### config.mk
export PLATFORM = sky130hd
export DESIGN_NAME = ram_arbiter_flat
export DESIGN_NICKNAME = d
export VERILOG_FILES = /design/src/rtl/ram_arbiter_pkg.sv /design/src/rtl/ram_arbiter_if.sv /design/src/rtl/ram_arb_timer.sv /design/src/rtl/ram_arbiter.sv /design/src/flat_wrapper.sv
export SDC_FILE = /design/constraint.sdc
export NUM_CORES = 1
export LEC_CHECK = 0
export BUFFER_PORTS_ARGS = -buffer_cell sky130_fd_sc_hd__buf_2
export CAP_MARGIN = 10
export CORE_MARGIN = 1
export CORE_UTILIZATION = 41
export CTS_BUF_LIST = sky130_fd_sc_hd__clkbuf_16
export CTS_CLUSTER_SIZE = 8
export DETAILED_ROUTE_END_ITERATION = 10
export PLACE_DENSITY = 0.8
export SLEW_MARGIN = 15
export SYNTH_ARGS = -nofsm -noshare
export SYNTH_HDL_FRONTEND = slang
export SYNTH_SLANG_ARGS = --single-unit
### constraint.sdc
create_clock -name clk -period 1.6 [get_ports clk]
set_input_delay 0.16 -clock clk [delete_from_list [all_inputs] [get_ports clk]]
set_output_delay 0.16 -clock clk [all_outputs]
set_load 0.05 [all_outputs]
### src/rtl/ram_arbiter_pkg.sv
// Shared types for the two-port RAM arbiter: FSM states, operation codes,
// port index and the latched transaction descriptor.
package ram_arbiter_pkg;

   typedef enum logic [1:0] {
      ST_IDLE  = 2'd0,
      ST_ISSUE = 2'd1,
      ST_WAIT  = 2'd2,
      ST_DONE  = 2'd3
   } state_e;

   typedef enum logic {
      OP_READ  = 1'b0,
      OP_WRITE = 1'b1
   } op_e;

   typedef logic [0:0] port_idx_t;

   localparam port_idx_t PORT0 = 1'b0;
   localparam port_idx_t PORT1 = 1'b1;

   // {port, op} doubles as the index of the upstream ack vector
   typedef struct packed {
      port_idx_t port;
      op_e       op;
   } xact_t;

endpackage

### src/rtl/ram_arbiter_if.sv
// Bundle of upstream port handshakes and the downstream RAM handshake.
// slave is the arbiter's view, master is the view of the clients and the RAM.
interface ram_arbiter_if
   import ram_arbiter_pkg::*;
#(
   parameter int unsigned ADDR_WIDTH = 32,
   parameter int unsigned DATA_WIDTH = 32
) ();

   logic                  p0ReadReq, p0WriteReq, p1ReadReq, p1WriteReq;
   logic [ADDR_WIDTH-1:0] p0Address, p1Address;
   logic [DATA_WIDTH-1:0] p0WriteData, p1WriteData;
   logic [DATA_WIDTH-1:0] p0ReadData, p1ReadData;
   logic                  p0ReadAck, p0WriteAck, p1ReadAck, p1WriteAck;
   logic [ADDR_WIDTH-1:0] ramAddress;
   logic [DATA_WIDTH-1:0] ramOut, ramValue;
   logic                  readReq, writeReq, readAck, writeAck;
   logic                  busy, timeoutErr;
   port_idx_t             grant;

   modport slave (
      input  p0ReadReq, p0WriteReq, p1ReadReq, p1WriteReq,
      input  p0Address, p1Address, p0WriteData, p1WriteData,
      input  ramValue, readAck, writeAck,
      output p0ReadData, p1ReadData, p0ReadAck, p0WriteAck, p1ReadAck, p1WriteAck,
      output ramAddress, ramOut, readReq, writeReq, busy, grant, timeoutErr
   );

   modport master (
      output p0ReadReq, p0WriteReq, p1ReadReq, p1WriteReq,
      output p0Address, p1Address, p0WriteData, p1WriteData,
      output ramValue, readAck, writeAck,
      input  p0ReadData, p1ReadData, p0ReadAck, p0WriteAck, p1ReadAck, p1WriteAck,
      input  ramAddress, ramOut, readReq, writeReq, busy, grant, timeoutErr
   );

endinterface

### src/rtl/ram_arb_timer.sv
// WAIT-phase cycle counter; expired_c flags the enabled cycle on which the
// count reaches TIMEOUT, so a transaction sees at most TIMEOUT WAIT cycles.
module ram_arb_timer #(
   parameter int unsigned TIMEOUT = 255
) (
   input  logic clk,
   input  logic reset,
   input  logic clr,
   input  logic en,
   output logic expired_c
);

   localparam int unsigned CNT_W = (TIMEOUT < 2) ? 1 : $clog2(TIMEOUT + 1);

   logic [CNT_W-1:0] count_q, count_d;

   always_comb begin
      count_d = count_q;
      if (clr) begin
         count_d = '0;
      end else if (en && (count_q != CNT_W'(TIMEOUT))) begin
         count_d = count_q + CNT_W'(1);
      end
   end

   always_ff @(posedge clk) begin
      if (reset) begin
         count_q <= '0;
      end else begin
         count_q <= count_d;
      end
   end

   assign expired_c = en && (count_q == CNT_W'(TIMEOUT - 1));

endmodule

### src/rtl/ram_arbiter.sv
// Two-port round-robin arbiter in front of a single-request RAM: one
// transaction at a time through IDLE -> ISSUE -> WAIT -> DONE.
module ram_arbiter
   import ram_arbiter_pkg::*;
#(
   parameter int unsigned ADDR_WIDTH = 32,
   parameter int unsigned DATA_WIDTH = 32,
   parameter int unsigned TIMEOUT    = 255
) (
   input logic          clk,
   input logic          reset,
   ram_arbiter_if.slave bus
);

   localparam int unsigned AW = ADDR_WIDTH;
   localparam int unsigned DW = DATA_WIDTH;

   state_e         state_q, state_d;
   xact_t          xact_q, xact_d;
   port_idx_t      ptr_q, ptr_d;
   logic [AW-1:0]  addr_q, addr_d;
   logic [DW-1:0]  wdata_q, wdata_d, rdata0_q, rdata0_d, rdata1_q, rdata1_d;
   logic           rd_req_q, rd_req_d, wr_req_q, wr_req_d;
   logic [3:0]     ack_q, ack_d;
   logic           busy_q, busy_d, terr_q, terr_d;

   logic           p0_req_c, p1_req_c, ram_ack_c, expired_c, done_c;
   logic           timer_clr_c, timer_en_c;
   port_idx_t      win_c;
   op_e            win_op_c;

   // Pointer port wins a tie; a lone requester wins outright; read beats write
   assign p0_req_c    = bus.p0ReadReq | bus.p0WriteReq;
   assign p1_req_c    = bus.p1ReadReq | bus.p1WriteReq;
   assign win_c       = (p0_req_c && p1_req_c) ? ptr_q : (p0_req_c ? PORT0 : PORT1);
   assign win_op_c    = ((win_c == PORT1) ? bus.p1ReadReq : bus.p0ReadReq) ? OP_READ : OP_WRITE;
   assign ram_ack_c   = (xact_q.op == OP_READ) ? bus.readAck : bus.writeAck;
   assign timer_clr_c = (state_q == ST_ISSUE);
   assign timer_en_c  = (state_q == ST_WAIT);
   assign done_c      = timer_en_c && (ram_ack_c || expired_c);

   ram_arb_timer #(.TIMEOUT(TIMEOUT)) u_timer (
      .clk       (clk),
      .reset     (reset),
      .clr       (timer_clr_c),
      .en        (timer_en_c),
      .expired_c (expired_c)
   );

   always_ff @(posedge clk) begin
      if (reset) begin
         state_q <= ST_IDLE;
      end else begin
         state_q <= state_d;
      end
   end

   always_comb begin
      state_d = state_q;
      unique case (state_q)
         ST_IDLE:  if (p0_req_c || p1_req_c) state_d = ST_ISSUE;
         ST_ISSUE: state_d = ST_WAIT;
         ST_WAIT:  if (done_c) state_d = ST_DONE;
         ST_DONE:  state_d = ST_IDLE;
         default:  state_d = ST_IDLE;
      endcase
   end

   always_comb begin
      xact_d   = xact_q;
      ptr_d    = ptr_q;
      addr_d   = addr_q;
      wdata_d  = wdata_q;
      rdata0_d = rdata0_q;
      rdata1_d = rdata1_q;
      rd_req_d = 1'b0;
      wr_req_d = 1'b0;
      ack_d    = '0;
      terr_d   = terr_q;
      busy_d   = (state_d != ST_IDLE);
      if ((state_q == ST_IDLE) && (p0_req_c || p1_req_c)) begin
         xact_d.port = win_c;
         xact_d.op   = win_op_c;
         ptr_d       = ~win_c;
         addr_d      = (win_c == PORT1) ? bus.p1Address : bus.p0Address;
         wdata_d     = (win_c == PORT1) ? bus.p1WriteData : bus.p0WriteData;
         rd_req_d    = (win_op_c == OP_READ);
         wr_req_d    = (win_op_c == OP_WRITE);
      end
      // A timed-out read completes with zero data and latches the error flag
      if (done_c) begin
         ack_d[{xact_q.port, xact_q.op}] = 1'b1;
         if (xact_q.op == OP_READ) begin
            if (xact_q.port == PORT1) begin
               rdata1_d = ram_ack_c ? bus.ramValue : '0;
            end else begin
               rdata0_d = ram_ack_c ? bus.ramValue : '0;
            end
         end
         if (!ram_ack_c) begin
            terr_d = 1'b1;
         end
      end
   end

   always_ff @(posedge clk) begin
      if (reset) begin
         xact_q   <= '0;
         ptr_q    <= PORT0;
         addr_q   <= '0;
         wdata_q  <= '0;
         rdata0_q <= '0;
         rdata1_q <= '0;
         rd_req_q <= 1'b0;
         wr_req_q <= 1'b0;
         ack_q    <= '0;
         busy_q   <= 1'b0;
         terr_q   <= 1'b0;
      end else begin
         xact_q   <= xact_d;
         ptr_q    <= ptr_d;
         addr_q   <= addr_d;
         wdata_q  <= wdata_d;
         rdata0_q <= rdata0_d;
         rdata1_q <= rdata1_d;
         rd_req_q <= rd_req_d;
         wr_req_q <= wr_req_d;
         ack_q    <= ack_d;
         busy_q   <= busy_d;
         terr_q   <= terr_d;
      end
   end

   assign bus.p0ReadData = rdata0_q;
   assign bus.p1ReadData = rdata1_q;
   assign bus.p0ReadAck  = ack_q[0];
   assign bus.p0WriteAck = ack_q[1];
   assign bus.p1ReadAck  = ack_q[2];
   assign bus.p1WriteAck = ack_q[3];
   assign bus.ramAddress = addr_q;
   assign bus.ramOut     = wdata_q;
   assign bus.readReq    = rd_req_q;
   assign bus.writeReq   = wr_req_q;
   assign bus.busy       = busy_q;
   assign bus.grant      = xact_q.port;
   assign bus.timeoutErr = terr_q;

endmodule

### src/flat_wrapper.sv
// flat-port wrapper written by rule: the top's interface ports become plain ports
module ram_arbiter_flat import ram_arbiter_pkg::*;
#(
   parameter int unsigned ADDR_WIDTH = 32,
   parameter int unsigned DATA_WIDTH = 32,
   parameter int unsigned TIMEOUT    = 255
)
  (clk, reset, bus_p0ReadReq, bus_p0WriteReq, bus_p1ReadReq, bus_p1WriteReq, bus_p0Address, bus_p1Address, bus_p0WriteData, bus_p1WriteData, bus_ramValue, bus_readAck, bus_writeAck, bus_p0ReadData, bus_p1ReadData, bus_p0ReadAck, bus_p0WriteAck, bus_p1ReadAck, bus_p1WriteAck, bus_ramAddress, bus_ramOut, bus_readReq, bus_writeReq, bus_busy, bus_grant, bus_timeoutErr);
  ram_arbiter_if #(.ADDR_WIDTH(ADDR_WIDTH), .DATA_WIDTH(DATA_WIDTH)) bus_i ();
  input logic clk;
  input logic reset;
  input wire logic [$bits(bus_i.p0ReadReq)-1:0] bus_p0ReadReq;
  input wire logic [$bits(bus_i.p0WriteReq)-1:0] bus_p0WriteReq;
  input wire logic [$bits(bus_i.p1ReadReq)-1:0] bus_p1ReadReq;
  input wire logic [$bits(bus_i.p1WriteReq)-1:0] bus_p1WriteReq;
  input wire logic [$bits(bus_i.p0Address)-1:0] bus_p0Address;
  input wire logic [$bits(bus_i.p1Address)-1:0] bus_p1Address;
  input wire logic [$bits(bus_i.p0WriteData)-1:0] bus_p0WriteData;
  input wire logic [$bits(bus_i.p1WriteData)-1:0] bus_p1WriteData;
  input wire logic [$bits(bus_i.ramValue)-1:0] bus_ramValue;
  input wire logic [$bits(bus_i.readAck)-1:0] bus_readAck;
  input wire logic [$bits(bus_i.writeAck)-1:0] bus_writeAck;
  output wire logic [$bits(bus_i.p0ReadData)-1:0] bus_p0ReadData;
  output wire logic [$bits(bus_i.p1ReadData)-1:0] bus_p1ReadData;
  output wire logic [$bits(bus_i.p0ReadAck)-1:0] bus_p0ReadAck;
  output wire logic [$bits(bus_i.p0WriteAck)-1:0] bus_p0WriteAck;
  output wire logic [$bits(bus_i.p1ReadAck)-1:0] bus_p1ReadAck;
  output wire logic [$bits(bus_i.p1WriteAck)-1:0] bus_p1WriteAck;
  output wire logic [$bits(bus_i.ramAddress)-1:0] bus_ramAddress;
  output wire logic [$bits(bus_i.ramOut)-1:0] bus_ramOut;
  output wire logic [$bits(bus_i.readReq)-1:0] bus_readReq;
  output wire logic [$bits(bus_i.writeReq)-1:0] bus_writeReq;
  output wire logic [$bits(bus_i.busy)-1:0] bus_busy;
  output wire logic [$bits(bus_i.grant)-1:0] bus_grant;
  output wire logic [$bits(bus_i.timeoutErr)-1:0] bus_timeoutErr;
  assign bus_i.p0ReadReq = bus_p0ReadReq;
  assign bus_i.p0WriteReq = bus_p0WriteReq;
  assign bus_i.p1ReadReq = bus_p1ReadReq;
  assign bus_i.p1WriteReq = bus_p1WriteReq;
  assign bus_i.p0Address = bus_p0Address;
  assign bus_i.p1Address = bus_p1Address;
  assign bus_i.p0WriteData = bus_p0WriteData;
  assign bus_i.p1WriteData = bus_p1WriteData;
  assign bus_i.ramValue = bus_ramValue;
  assign bus_i.readAck = bus_readAck;
  assign bus_i.writeAck = bus_writeAck;
  assign bus_p0ReadData = bus_i.p0ReadData;
  assign bus_p1ReadData = bus_i.p1ReadData;
  assign bus_p0ReadAck = bus_i.p0ReadAck;
  assign bus_p0WriteAck = bus_i.p0WriteAck;
  assign bus_p1ReadAck = bus_i.p1ReadAck;
  assign bus_p1WriteAck = bus_i.p1WriteAck;
  assign bus_ramAddress = bus_i.ramAddress;
  assign bus_ramOut = bus_i.ramOut;
  assign bus_readReq = bus_i.readReq;
  assign bus_writeReq = bus_i.writeReq;
  assign bus_busy = bus_i.busy;
  assign bus_grant = bus_i.grant;
  assign bus_timeoutErr = bus_i.timeoutErr;
  ram_arbiter #(.ADDR_WIDTH(ADDR_WIDTH), .DATA_WIDTH(DATA_WIDTH), .TIMEOUT(TIMEOUT)) u_core (.clk(clk), .reset(reset), .bus(bus_i));
endmodule
## After elaboration in Yosys (flattened, before gate mapping)

Cells that the tools add are included.

| cells by class | value |
|---|---|
| reductions and logical operators | 16 |
| eq/ne operators | 5 |
| order comparisons | 2 |
| bitwise logic cells | 8 |
| multiplexer cells | 13 |
| $add $sub $neg | 1 |

Operator list:

| kind | count |
|---|---|
| $mux W32 | 3 |
| $add A8 B1 Y8 const B | 1 |
| $eq A8 B8 Y1 const B | 1 |
| $ne A8 B8 Y1 const B | 1 |
| $pmux W2 S4 | 1 |
| $logic_and A1 B1 Y1 | 6 |
| $mux W1 | 6 |
| $not A1 Y1 | 6 |
| $reduce_and A3 Y1 | 2 |
| $reduce_or A2 Y1 | 3 |
| $eq A2 B2 Y1 const B | 2 |
| $mux W2 | 2 |
| $lt A2 B3 Y1 const B | 1 |
| $demux W1 S2 | 1 |
| $eq A2 B1 Y1 const B | 1 |
| $ge A2 B1 Y1 const B | 1 |
| $logic_not A2 Y1 | 1 |
| $logic_or A1 B1 Y1 | 2 |
| $or A1 B1 Y1 | 2 |
| $reduce_and A2 Y1 | 1 |
| $reduce_bool A2 Y1 | 1 |

| word-level totals | value |
|---|---|
| flip-flop bits (word level) | 149 |

## Depth between registers and ports, before layout

| logic depth | value |
|---|---|
| word-level depth | 7 |
| gate-level depth with buffers | 8 |
| mapped depth without buffers | 6 |

## Hierarchy

A second synthesis with hierarchy kept.

| second synthesis, totals | value |
|---|---|
| cell total of the unflattened synthesis | 675 |
| area, all modules | 5,726.7 um2 |

By module, submodules not included:

| module | seq. area each (um2) | times used | cells an instance | area each (um2) |
|---|---|---|---|---|
| ram_arbiter | 2,822.7 | 1 | 624 | 5,267.6 |
| ram_arb_timer | 160.2 | 1 | 51 | 459.2 |

## Worst setup path after synthesis

No wires, ideal clock.

| timing path | value |
|---|---|
| kind | reg2reg |
| from | reg u_core.xact_q, in the netlist u_core.bus.grant |
| to | reg u_core.rdata1_q[10], in the netlist u_core.bus.p1ReadData[10] |
| setup slack | -0.082 ns |
| stages on the path, launching flop included | 6 |
| data required time | 1.530 ns |
| arrival time | 1.611 ns |
| buffers on the path | 2 |
| setup time | 0.070 ns |
| cells stage by stage | dfxtp_1 > and3b_1 > clkbuf_1 > clkbuf_1 > nand3_1 > a21oi_1 |

| on the way | value |
|---|---|
| word-level cells in the longest chain between the ends | 1 |

Ends and longest elaborated chain:

| item | RTL line | text |
|---|---|---|
| start, declared | ram_arbiter.sv:19 | `xact_t xact_q, xact_d;` |
| start signal, assigned | ram_arbiter.sv:120 | `xact_q <= xact_d;` |
| $reduce_and A3 Y1 (no source line) | - |  |
| end signal, assigned | ram_arbiter.sv:125 | `rdata1_q <= rdata1_d;` |
| end, declared | ram_arbiter.sv:22 | `logic [DW-1:0] wdata_q, wdata_d, rdata0_q, rdata0_d, rdata1_q, rdata1_d;` |

No other way between the ends.
A chain may end at the register's enable or synchronous reset.

## Final worst setup path

| timing path | value |
|---|---|
| from | reg u_core.state_q[1] |
| to | reg u_core.addr_q[9], in the netlist u_core.bus.ramAddress[9] |

| on the way | value |
|---|---|
| word-level cells in the longest chain between the ends | 2 |

Ends and longest elaborated chain:

| item | RTL line | text |
|---|---|---|
| start, declared | ram_arbiter.sv:18 | `state_e state_q, state_d;` |
| start signal, assigned | ram_arbiter.sv:54 | `state_q <= state_d;` |
| $logic_not A2 Y1 | ram_arbiter.sv:81 | `if ((state_q == ST_IDLE) && (p0_req_c \|\| p1_req_c)) begin` |
| $logic_and A1 B1 Y1 | ram_arbiter.sv:81 |  |
| end signal, assigned | ram_arbiter.sv:122 | `addr_q <= addr_d;` |
| end, declared | ram_arbiter.sv:21 | `logic [AW-1:0] addr_q, addr_d;` |

No other way between the ends.

==> implementation parameters <==
Parameter                              Value

Synth
  Mapped cell area ... 5840 µm²
  Count of synthesis-stage warnings from yosys ... 0
  Number of synthesized flops with an enable pin ... 0
  Total nets after synthesis ... 797
  Fraction of the yosys area taken by sequential cells ... 51.1%
  Post-synthesis cell type count ... 40
  Fraction of synthesis flops using an asynchronous set or reset pin ... 0%
  Number of synthesized register bits ... 149
  Average instance area after synthesis ... 9.37 µm²
  Flip-flop cell with the highest count after synthesis ... dfxtp_1
  Cells after synthesis ... 623

Cells and area
  Area of the multi-input gates ... 2770 µm²
  Post-route standard cell area excluding fillers ... 9340 µm²
  Combined flip-flop and latch cell area ... 2990 µm²
  Fraction of final layout cells sized beyond drive strength 1 ... 44.7%
  Final #Nets ... 1,167
  Total of fill cells in the finished design ... 1,071
  Layout-stage area growth over the synthesis result ... 59.9%
  Commonest non-fill, non-tap cells in the layout ... 304 x buf_2, 144 x dfxtp_1, 70 x nand3_1, 70 x a21oi_1
  Most common cell after layout, fill and taps aside ... buf_2

Die
  Die Height ... 121 µm
  Starting density of the core ... 42.1%
  Area of the core region ... 13,900 µm²
  Die outline width ... 121 µm
  Floorplan die area ... 14,700 µm²
  FP Rows ... 43
  Number of top-level pins ... 305

Detailed routing
  Overall routed net length ... 25.3 mm
  Routed wirelength normalized by instance count ... 21.3 µm
  Final routed DRC violation total ... 0
  Antenna-violating nets left ... 0
  Initial drt markers ... 959
  Via-per-instance ratio ... 5.78
  Detailed-router iteration count before antenna repair ... 8
  Routed via count ... 6,872

Global routing
  Wire length of the first global-routing pass ... 33.4 mm
  Total congestion overflow after global routing ... 0
  Pin count of the biggest net entering global routing ... 65
  All-layer global routing usage ... 29.6%
  Via count of the first global-routing pass ... 6,215
  Antenna violations before repair ... 5

Timing
  Worst relative slew slack ... 58.2%
  Final Hold Violating Endpoints ... 0
  Final Max Tran Viols ... 0
  Worst Clk Skew ... 0.0125 ns
  Unrepaired setup endpoints after global routing ... yes
  Setup-failing EPs final ... 4
  Slack of the critical path ... -0.0414 ns
  Highest clock frequency the design can meet ... 609 MHz
  Crit path time final ... 1.64 ns
  Period utilization ... 103%
  Transition time at the pin with the least slew margin ... 0.627 ns

Clock tree
  Clock latency of the later-clocked register in the worst-skew pair ... 0.42 ns
  Reg clk slew, reported paths ... 0.07 ns
  Deepest level of the CTS H-tree ... 4
  Number of buffers on the longest clock path ... 2
  Clock Tree Root ... clkbuf_16
  Cts bufs inserted ... 17
  Total clock sinks ... 149
  CTS tree ... done

Power and ir drop
  Pwr Density ... 1850 nW/µm²
  Static Leakage ... 4.29 nW
  Peak supply drop ... 0.887 mV

Run
  Max-cap check violation count ... 0

Outcome
  Failing checks ... setup timing
  Result of the run ... finished with violations

Worst setup path
  Kind of start point of the critical path ... flip-flop
  Cell at the slowest stage of the critical path ... dfxtp_2
  Required @ worst endpoint ... 1.90 ns
  Data arrival time of the worst path ... 1.94 ns
  Crit path capture type ... flip-flop
  Worst stage delay on the critical path ... 0.34 ns
  CP cell instances ... inv_2 -> ha_4 -> nor2b_4 -> o221a_4 -> buf_8 -> and2_1 -> a221o_1
  Count of buffering cells on the critical path with inverters included ... 2
  Worst setup path class ... flip-flop to flip-flop
  Crit-path leading delay family ... compound AO/OA/AOI/OAI gates
  Critical Path Fanout Max ... 16

Min path
  Worst hold-check path type ... input pin to flip-flop

Placement
  Placement Setup Slack ... -0.0187 ns
  Detailed placement HPWL ... 13.2 mm
  Number of input and output port buffers inserted ... 304
  Placed cell area ... 7690 µm²
  GP Congestion ... 0.870
## per-layer routing
metal  wire length, µm  global-route usage, %
met1              9180                   33.9
met4              1240                   16.2
met3              2900                   11.1
met5                23                      0
met2             12000                   47.3
## area by class of cell
cell class	count	share of cell area [%]
multi-input cells	410	29.6
repair buffers	410	29.0
diodes	3	0.0804
well taps	180	2.41
inverters	5	0.228
clock inverters	15	2.04
clock buffers	17	4.56
flip-flops and latches	149	32.0
## worst min-delay path, delay by kind of cell
kind                   cells  cell delay (ns)
buffers and inverters      1             0.10
AO/OA/AOI/OAI              1             0.05
AND/OR/NAND/NOR            1             0.07
## repair_timing
| action | CTS | global route |
|---|---|---|
| gates resized for setup | 5 | 79 |
| pin swaps | 0 | 43 |
| hold buffers | 64 | 0 |
| setup buffers | 0 | 3 |
| endpoints found under the hold margin | 64 | 0 |
| endpoints found under the setup margin | 30 | 126 |
| gates cloned | 0 | 8 |
## power breakdown
group | internal [mW] | switching (mW) | leakage (nW) | total [mW]
clock | 2.50 | 1.75 | 0.299 | 4.25
sequential | 4.60 | 0.598 | 1.22 | 5.20
combinational | 2.47 | 5.33 | 2.77 | 7.80
## flip-flops by register name (all words and copies together), names as in the netlist
name                    flops
u_core.bus.ramOut          32
u_core.bus.ramAddress      32
u_core.xact_q               1
u_core.bus.writeReq         1
u_core.ack_q                4
u_core.state_q              2
u_core.bus.readReq          1
u_core.bus.grant            1
u_core.bus.p0ReadData      32
u_core.bus.p1ReadData      32
u_core.ptr_q                1
u_core.u_timer.count_q      8
u_core.bus.timeoutErr       1
u_core.bus.busy             1
## cell families (layout without fill, tap and decap cells)
group | Yosys count | after routing | synth area share, %
xor gates and xnor gates | 3 | 3 | 0.450
buffers and inverters | 64 | 447 | 4.67
AOI/OAI and AO/OA | 213 | 213 | 24.2
and+or+nand+nor | 187 | 187 | 18.1
muxes | 1 | 1 | 0.171
DFF | 149 | 149 | 51.1
other | 0 | 3 | 0
adders and majority gates | 6 | 6 | 1.29
## through the flow
step / TNS (ns) / hold slack, ns / utilization [%] / total power [mW] / std cells
after global routing: -0.895 / -0.00178 / 67.3 / 17.8 / 1188
after CTS: 0 / 0.00101 / 64.5 / 16.3 / 1175
after detailed placement: -0.0832 / 0.388 / 55.4 / 12.0 / 1079
final: -0.0515 / 0.0134 / 67.3 / 17.2 / 1189
after floorplan: -0.358 / 0.299 / - / 9.91 / 623
after global placement: -0.0114 / 0.382 / 55.4 / 11.9 / 1079
## worst paths after layout
path,end,cells after the start,startpoint,slack (ns)
setup / recovery,u_core.bus.ramAddress[9],7,u_core.state_q[1],-0.04
hold / removal,u_core.bus.p1ReadData[0],3,bus_ramValue[0],0.01
setup reg to reg,u_core.bus.ramAddress[9],7,u_core.state_q[1],-0.04
hold reg to reg,u_core.bus.p1ReadData[25],2,u_core.bus.p1ReadData[25],0.47
## cells in the mapped netlist, drive strengths merged, types with 2 or more instances
cell type  count  area share (%)
dfxtp        149              51
nand3         71             6.1
a21oi         70             6.0
o21ai         67             5.7
and2          66             7.1
a221o         64              11
clkbuf        42             2.8
buf           17             1.5
nor2          17             1.2
nand2          8            0.51
a31oi          6            0.64
ha             6             1.3
inv            5            0.32
nor3           4            0.34
nor3b          4            0.69
xnor2          3            0.45
a211oi         2            0.26
and4           2            0.32
nand2b         2            0.21
nand4          2            0.32
nor2b          2            0.21
nor4           2            0.21
o21a           2            0.26
Power figures use the tool's default switching activity.
